**src/rtl/mc_control_fsm.sv**
```systemverilog
// Multi-cycle control unit: steps each instruction through IF/ID/EXE/MEM/WB and decodes ALU/datapath controls.
// Outputs are combinational from state/op/funct/zero; j 2, beq/bne 3, ALU/sw 4, lw 5 cycles; no backpressure.
module mc_control_fsm #(
   parameter int STATE_W = 3
) (
   input  logic               CLK,
   input  logic               Reset,
   input  logic [5:0]         op,
   input  logic [5:0]         funct,
   input  logic               zero,
   output logic               PCWre,
   output logic               IRWre,
   output logic [1:0]         PCSrc,
   output logic               ALUSrcA,
   output logic               ALUSrcB,
   output logic [3:0]         ALUOp,
   output logic               ExtSel,
   output logic               RegDst,
   output logic               RegWre,
   output logic               WrRegDSrc,
   output logic               mRD,
   output logic               mWR,
   output logic [STATE_W-1:0] state
);

   typedef enum logic [STATE_W-1:0] {
      S_IF    = STATE_W'(0),
      S_ID    = STATE_W'(1),
      S_EXE_A = STATE_W'(2),
      S_EXE_B = STATE_W'(3),
      S_EXE_M = STATE_W'(4),
      S_MEM   = STATE_W'(5),
      S_WB    = STATE_W'(6),
      S_HALT  = STATE_W'(7)
   } state_t;

   typedef enum logic [2:0] {
      C_ALU, C_BR, C_LW, C_SW, C_J, C_ILL, C_HALT
   } cls_t;

   state_t     r_state;
   state_t     w_next;
   cls_t       w_cls;
   logic       w_rtype;
   logic [3:0] w_alu_op;
   logic       w_srca;
   logic       w_srcb;
   logic       w_ext;
   logic       w_ctl_en;
   logic       w_taken;

   always_comb begin
      w_cls    = C_ILL;
      w_rtype  = 1'b0;
      w_alu_op = 4'b0000;
      w_srca   = 1'b0;
      w_srcb   = 1'b0;
      w_ext    = 1'b0;
      case (op)
         6'b000000: begin
            w_cls   = C_ALU;
            w_rtype = 1'b1;
            case (funct)
               6'b100000: w_alu_op = 4'b0000;
               6'b100010: w_alu_op = 4'b0001;
               6'b101011: w_alu_op = 4'b0010;
               6'b101010: w_alu_op = 4'b0011;
               6'b000000: begin
                  w_alu_op = 4'b0100;
                  w_srca   = 1'b1;
               end
               6'b100101: w_alu_op = 4'b0101;
               6'b100100: w_alu_op = 4'b0110;
               6'b100110: w_alu_op = 4'b0111;
               6'b011000: w_alu_op = 4'b1000;
               6'b011010: w_alu_op = 4'b1001;
               default: begin
                  w_cls   = C_ILL;
                  w_rtype = 1'b0;
               end
            endcase
         end
         6'b001000: begin w_cls = C_ALU; w_alu_op = 4'b0000; w_srcb = 1'b1; w_ext = 1'b1; end
         6'b001010: begin w_cls = C_ALU; w_alu_op = 4'b0011; w_srcb = 1'b1; w_ext = 1'b1; end
         6'b001100: begin w_cls = C_ALU; w_alu_op = 4'b0110; w_srcb = 1'b1; end
         6'b001101: begin w_cls = C_ALU; w_alu_op = 4'b0101; w_srcb = 1'b1; end
         6'b001110: begin w_cls = C_ALU; w_alu_op = 4'b0111; w_srcb = 1'b1; end
         6'b100011: begin w_cls = C_LW;  w_srcb = 1'b1; w_ext = 1'b1; end
         6'b101011: begin w_cls = C_SW;  w_srcb = 1'b1; w_ext = 1'b1; end
         6'b000100,
         6'b000101: begin w_cls = C_BR;  w_alu_op = 4'b0001; w_ext = 1'b1; end
         6'b000010: w_cls = C_J;
         6'b111111: w_cls = C_HALT;
         default:   w_cls = C_ILL;
      endcase
   end

   assign w_ctl_en = (w_cls == C_ALU) || (w_cls == C_BR) || (w_cls == C_LW) || (w_cls == C_SW);
   assign w_taken  = (op == 6'b000100) ? zero : ~zero;

   always_ff @(posedge CLK) begin
      if (Reset) r_state <= S_IF;
      else       r_state <= w_next;
   end

   always_comb begin
      w_next    = r_state;
      PCWre     = 1'b0;
      IRWre     = 1'b0;
      PCSrc     = 2'b00;
      ALUSrcA   = 1'b0;
      ALUSrcB   = 1'b0;
      ALUOp     = 4'b0000;
      ExtSel    = 1'b0;
      RegDst    = 1'b0;
      RegWre    = 1'b0;
      WrRegDSrc = 1'b0;
      mRD       = 1'b0;
      mWR       = 1'b0;
      // ALU controls held constant from ID through WB so the ALU result does not glitch
      if (r_state != S_IF && r_state != S_HALT && w_ctl_en) begin
         ALUSrcA = w_srca;
         ALUSrcB = w_srcb;
         ALUOp   = w_alu_op;
         ExtSel  = w_ext;
      end
      case (r_state)
         S_IF: begin
            IRWre  = 1'b1;
            w_next = S_ID;
         end
         S_ID: begin
            case (w_cls)
               C_ALU:       w_next = S_EXE_A;
               C_BR:        w_next = S_EXE_B;
               C_LW, C_SW:  w_next = S_EXE_M;
               C_HALT:      w_next = S_HALT;
               C_J: begin
                  PCWre  = 1'b1;
                  PCSrc  = 2'b10;
                  w_next = S_IF;
               end
               default: begin
                  PCWre  = 1'b1;
                  w_next = S_IF;
               end
            endcase
         end
         S_EXE_A: w_next = S_WB;
         S_EXE_B: begin
            PCWre  = 1'b1;
            PCSrc  = w_taken ? 2'b01 : 2'b00;
            w_next = S_IF;
         end
         S_EXE_M: w_next = S_MEM;
         S_MEM: begin
            if (w_cls == C_LW) begin
               mRD    = 1'b1;
               w_next = S_WB;
            end else begin
               mWR    = 1'b1;
               PCWre  = 1'b1;
               w_next = S_IF;
            end
         end
         S_WB: begin
            RegWre    = 1'b1;
            RegDst    = w_rtype;
            WrRegDSrc = (w_cls == C_LW);
            PCWre     = 1'b1;
            w_next    = S_IF;
         end
         S_HALT:  w_next = S_HALT;
         default: w_next = S_IF;
      endcase
   end

   assign state = r_state;

endmodule

```
**config.mk**
```make
export PLATFORM = sky130hd
export DESIGN_NAME = mc_control_fsm
export DESIGN_NICKNAME = d
export VERILOG_FILES = /design/src/rtl/mc_control_fsm.sv
export SDC_FILE = /design/constraint.sdc
export NUM_CORES = 1
export LEC_CHECK = 0
export BUFFER_PORTS_ARGS = -buffer_cell sky130_fd_sc_hd__buf_2
export CAP_MARGIN = 20
export CORE_MARGIN = 1
export CORE_UTILIZATION = 50
export DETAILED_ROUTE_END_ITERATION = 8
export HOLD_SLACK_MARGIN = 0.1
export MAX_ROUTING_LAYER = met4
export PLACE_DENSITY_LB_ADDON = 0.12
export SYNTH_ARGS = -nofsm -noshare
export SYNTH_HDL_FRONTEND = slang
export SYNTH_SLANG_ARGS = --single-unit
```
**constraint.sdc**
```tcl
create_clock -name CLK -period 3.6 [get_ports CLK]
set_clock_uncertainty 0.15 [all_clocks]
set_input_delay 0.72 -clock CLK [delete_from_list [all_inputs] [get_ports CLK]]
set_output_delay 0.72 -clock CLK [all_outputs]
set_load 0.005 [all_outputs]
```
==> summary.txt <==
Clock network
  – Post-CTS Setup Repair Bufs: 0
  – Clock slew at reported path FFs: 0.04 ns
  – Bufs on Longest Clock Path: 2
  – Clock tree sinks: 3
  – Resized cells post-CTS: 0
  – Clock latency on the worst-skew pair: 0.23 ns
  – Buffer cell driving the clock tree root: clkbuf_4
  – Number of hold buffers added after cts: 0
  – Clock tree from TritonCTS: built
  – CTS buffer count: 3
  – # H-tree levels: 1

Timing
  – Number of failing hold endpoints at the final stage: 0
  – Max Freq: 314 MHz
  – Max Transition Viols Final: 0
  – Aggregate negative setup slack: 0 ns
  – RSZ-0062 raised after global routing: false
  – Fraction of the cycle the final worst path needs: 88.6%
  – Clock period minus worst slack: 3.19 ns
  – Smallest setup slack after layout: 0.411 ns
  – Worst Tran Pin Value: 0.606 ns
  – Worst slew slack as a fraction of its limit: 58.6%
  – Worst Hold Slack: 0.523 ns
  – Setup violation total in the final timing report: 0

Global route
  – Number of antenna violations at the first check in global routing: 0
  – Tot GR Track Use: 25.4%
  – Wire length of the first global-routing pass: 3480 um
  – Largest net degree at the start of global routing: 17
  – Overflow after GRT: 0
  – Number of global-route vias before repair: 829

Routing
  – Count of TritonRoute iterations in the first routing pass: 4
  – Remaining routing DRC violations: 0
  – Post-detailed-route wirelength per cell: 12.3 um
  – DRC marker count from the first detailed-route iteration: 23
  – Via Count: 1018
  – Wirelength, routed: 2080 um
  – Vias per inst: 6.02
  – Final ANT Viol Nets: 0

Yosys
  – Number of distinct library cells after synthesis: 45
  – EDFF count, synth: 0
  – Synth Cell Area: 777 um^2
  – Register area share after synthesis: 7.73%
  – Synthesized net count: 140
  – Warning count from the yosys run: 0
  – Post-synthesis async set-or-reset flop share: 0%
  – Mean cell area of the mapped netlist: 6.22 um^2
  – Synth Register Bits: 3
  – Gate count after technology mapping: 125
  – Post-synth top flop: dfxtp_1

Floorplanning
  – Floorplan die area: 1720 um^2
  – Initial core utilization: 56.9%
  – I/O pin total: 34
  – Standard-cell rows: 13
  – Core footprint: 1370 um^2
  – Vert. Die Dim: 41.4 um
  – Width of the chip: 41.4 um

Layout
  – Final net count: 170
  – Number of flip-flops under the largest register name: 3
  – Leading cell types in the layout, fill and taps excluded: buf_2 (33), nor2_1 (16), nand2_1 (14)
  – Area added between synthesis and finish: 22.5%
  – Antenna diode count: 0
  – Most common cell after layout, fill and taps aside: buf_2
  – Fraction of final layout cells sized beyond drive strength 1: 29.2%

Outcome
  – Run status: finished clean

Critical path
  – Critical path launch point type: primary input
  – Crit path DAT: 2.32 ns
  – Critical path class: in -> out
  – Setup slack of the worst register-to-register path: 2.25 ns
  – Critical path endpoint category: primary output
  – Peak fanout along the critical path: 11
  – Critical Path RT: 2.73 ns

Run
  – Number of maximum-capacitance constraint violations: 0

Power and ir drop
  – Total design power: 0.178 mW
  – Leak pwr: 0.424 nW
  – Total power divided by cell area: 187 nW/um^2
  – Maximum vdd drop: 0.112 mV

Place
  – Post-Place Worst Slack: 0.425 ns
  – HPWL after detailed placement: 1620 um
  – Count of input and output buffers: 33
  – Final estimated routing congestion in global placement: 0.908

Min path
  – HP Class: in -> reg
## kinds of logic after synthesis
family | Yosys count | synth area share [%]
simple gates | 75 | 55.2
buf+inv | 14 | 7.41
compound gates | 32 | 28.5
xor+xnor | 1 | 1.13
flops | 3 | 7.73
## worst paths after layout
path / start / end / cells past startpoint
setup / recovery: op[0] / ALUOp[1] / 7
hold / removal: Reset / state[0] / 2
setup reg to reg: state[1] / state[1] / 4
hold reg to reg: state[1] / state[0] / 2
## metrics by stage
| stage | cell area, um^2 | cells | util (%) |
|---|---|---|---|
| finish | 952 | 169 | 69.7 |
| CTS | 952 | 169 | 69.7 |
| floorplan | 777 | 125 | - |
| global placement | 926 | 165 | 67.8 |
| global route | 952 | 169 | 69.7 |
| detailed placement | 926 | 165 | 67.8 |
## routing by layer
| metal | GRT usage (%) | vias up | share of wire [%] |
|---|---|---|---|
| li1 | - | 525 | - |
| met1 | 34.9 | 463 | 48 |
| met2 | 38.4 | 30 | 48 |
| met3 | 5.65 | 0 | 3.6 |
| met4 | 4.52 | 0 | 0 |
| met5 | - | - | 0 |
## power breakdown
group | switching [mW] | total, mW | leakage (nW) | internal (mW)
clock network | 0.0189 | 0.0605 | 0.0150 | 0.0416
registers | 0.00512 | 0.0405 | 0.0246 | 0.0354
logic | 0.0443 | 0.0773 | 0.384 | 0.0330
total | 0.0683 | 0.178 | 0.424 | 0.110
## critical path, stage by stage
cell	delay [ns]
buf_2	0.16
or4_4	0.57
or3_4	0.35
and4b_4	0.23
nand4_2	0.11
nor4b_1	0.06
buf_2	0.13
## synth_stat cells, types with 2 or more instances
master	instances	area, um^2
o2bb2ai_1	2	17.5
clkbuf_1	4	15.0
nor2b_1	7	43.8
nor4_1	3	18.8
o21ai_0	6	30.0
nand4_1	2	12.5
nor2_1	16	60.1
nand2b_1	5	31.3
buf_2	4	20.0
or3_1	2	12.5
a31oi_1	3	18.8
and3_1	2	12.5
nor3_1	5	25.0
o21a_1	2	15.0
nor4bb_1	2	20.0
a21oi_1	6	30.0
nand2_1	14	52.6
dfxtp_1	3	60.1
nand3_1	6	30.0
inv_1	6	22.5
## layout make-up
cell class                      count  area [um^2]
Clock buffer                        4         26.3
Sequential cell                     3         60.1
Inverter                            6         22.5
Fill cell                         127          414
Timing Repair Buffer               33          165
Tap cell                           15         18.8
Multi-Input combinational cell    108          659
Power figures use the tool's default switching activity.
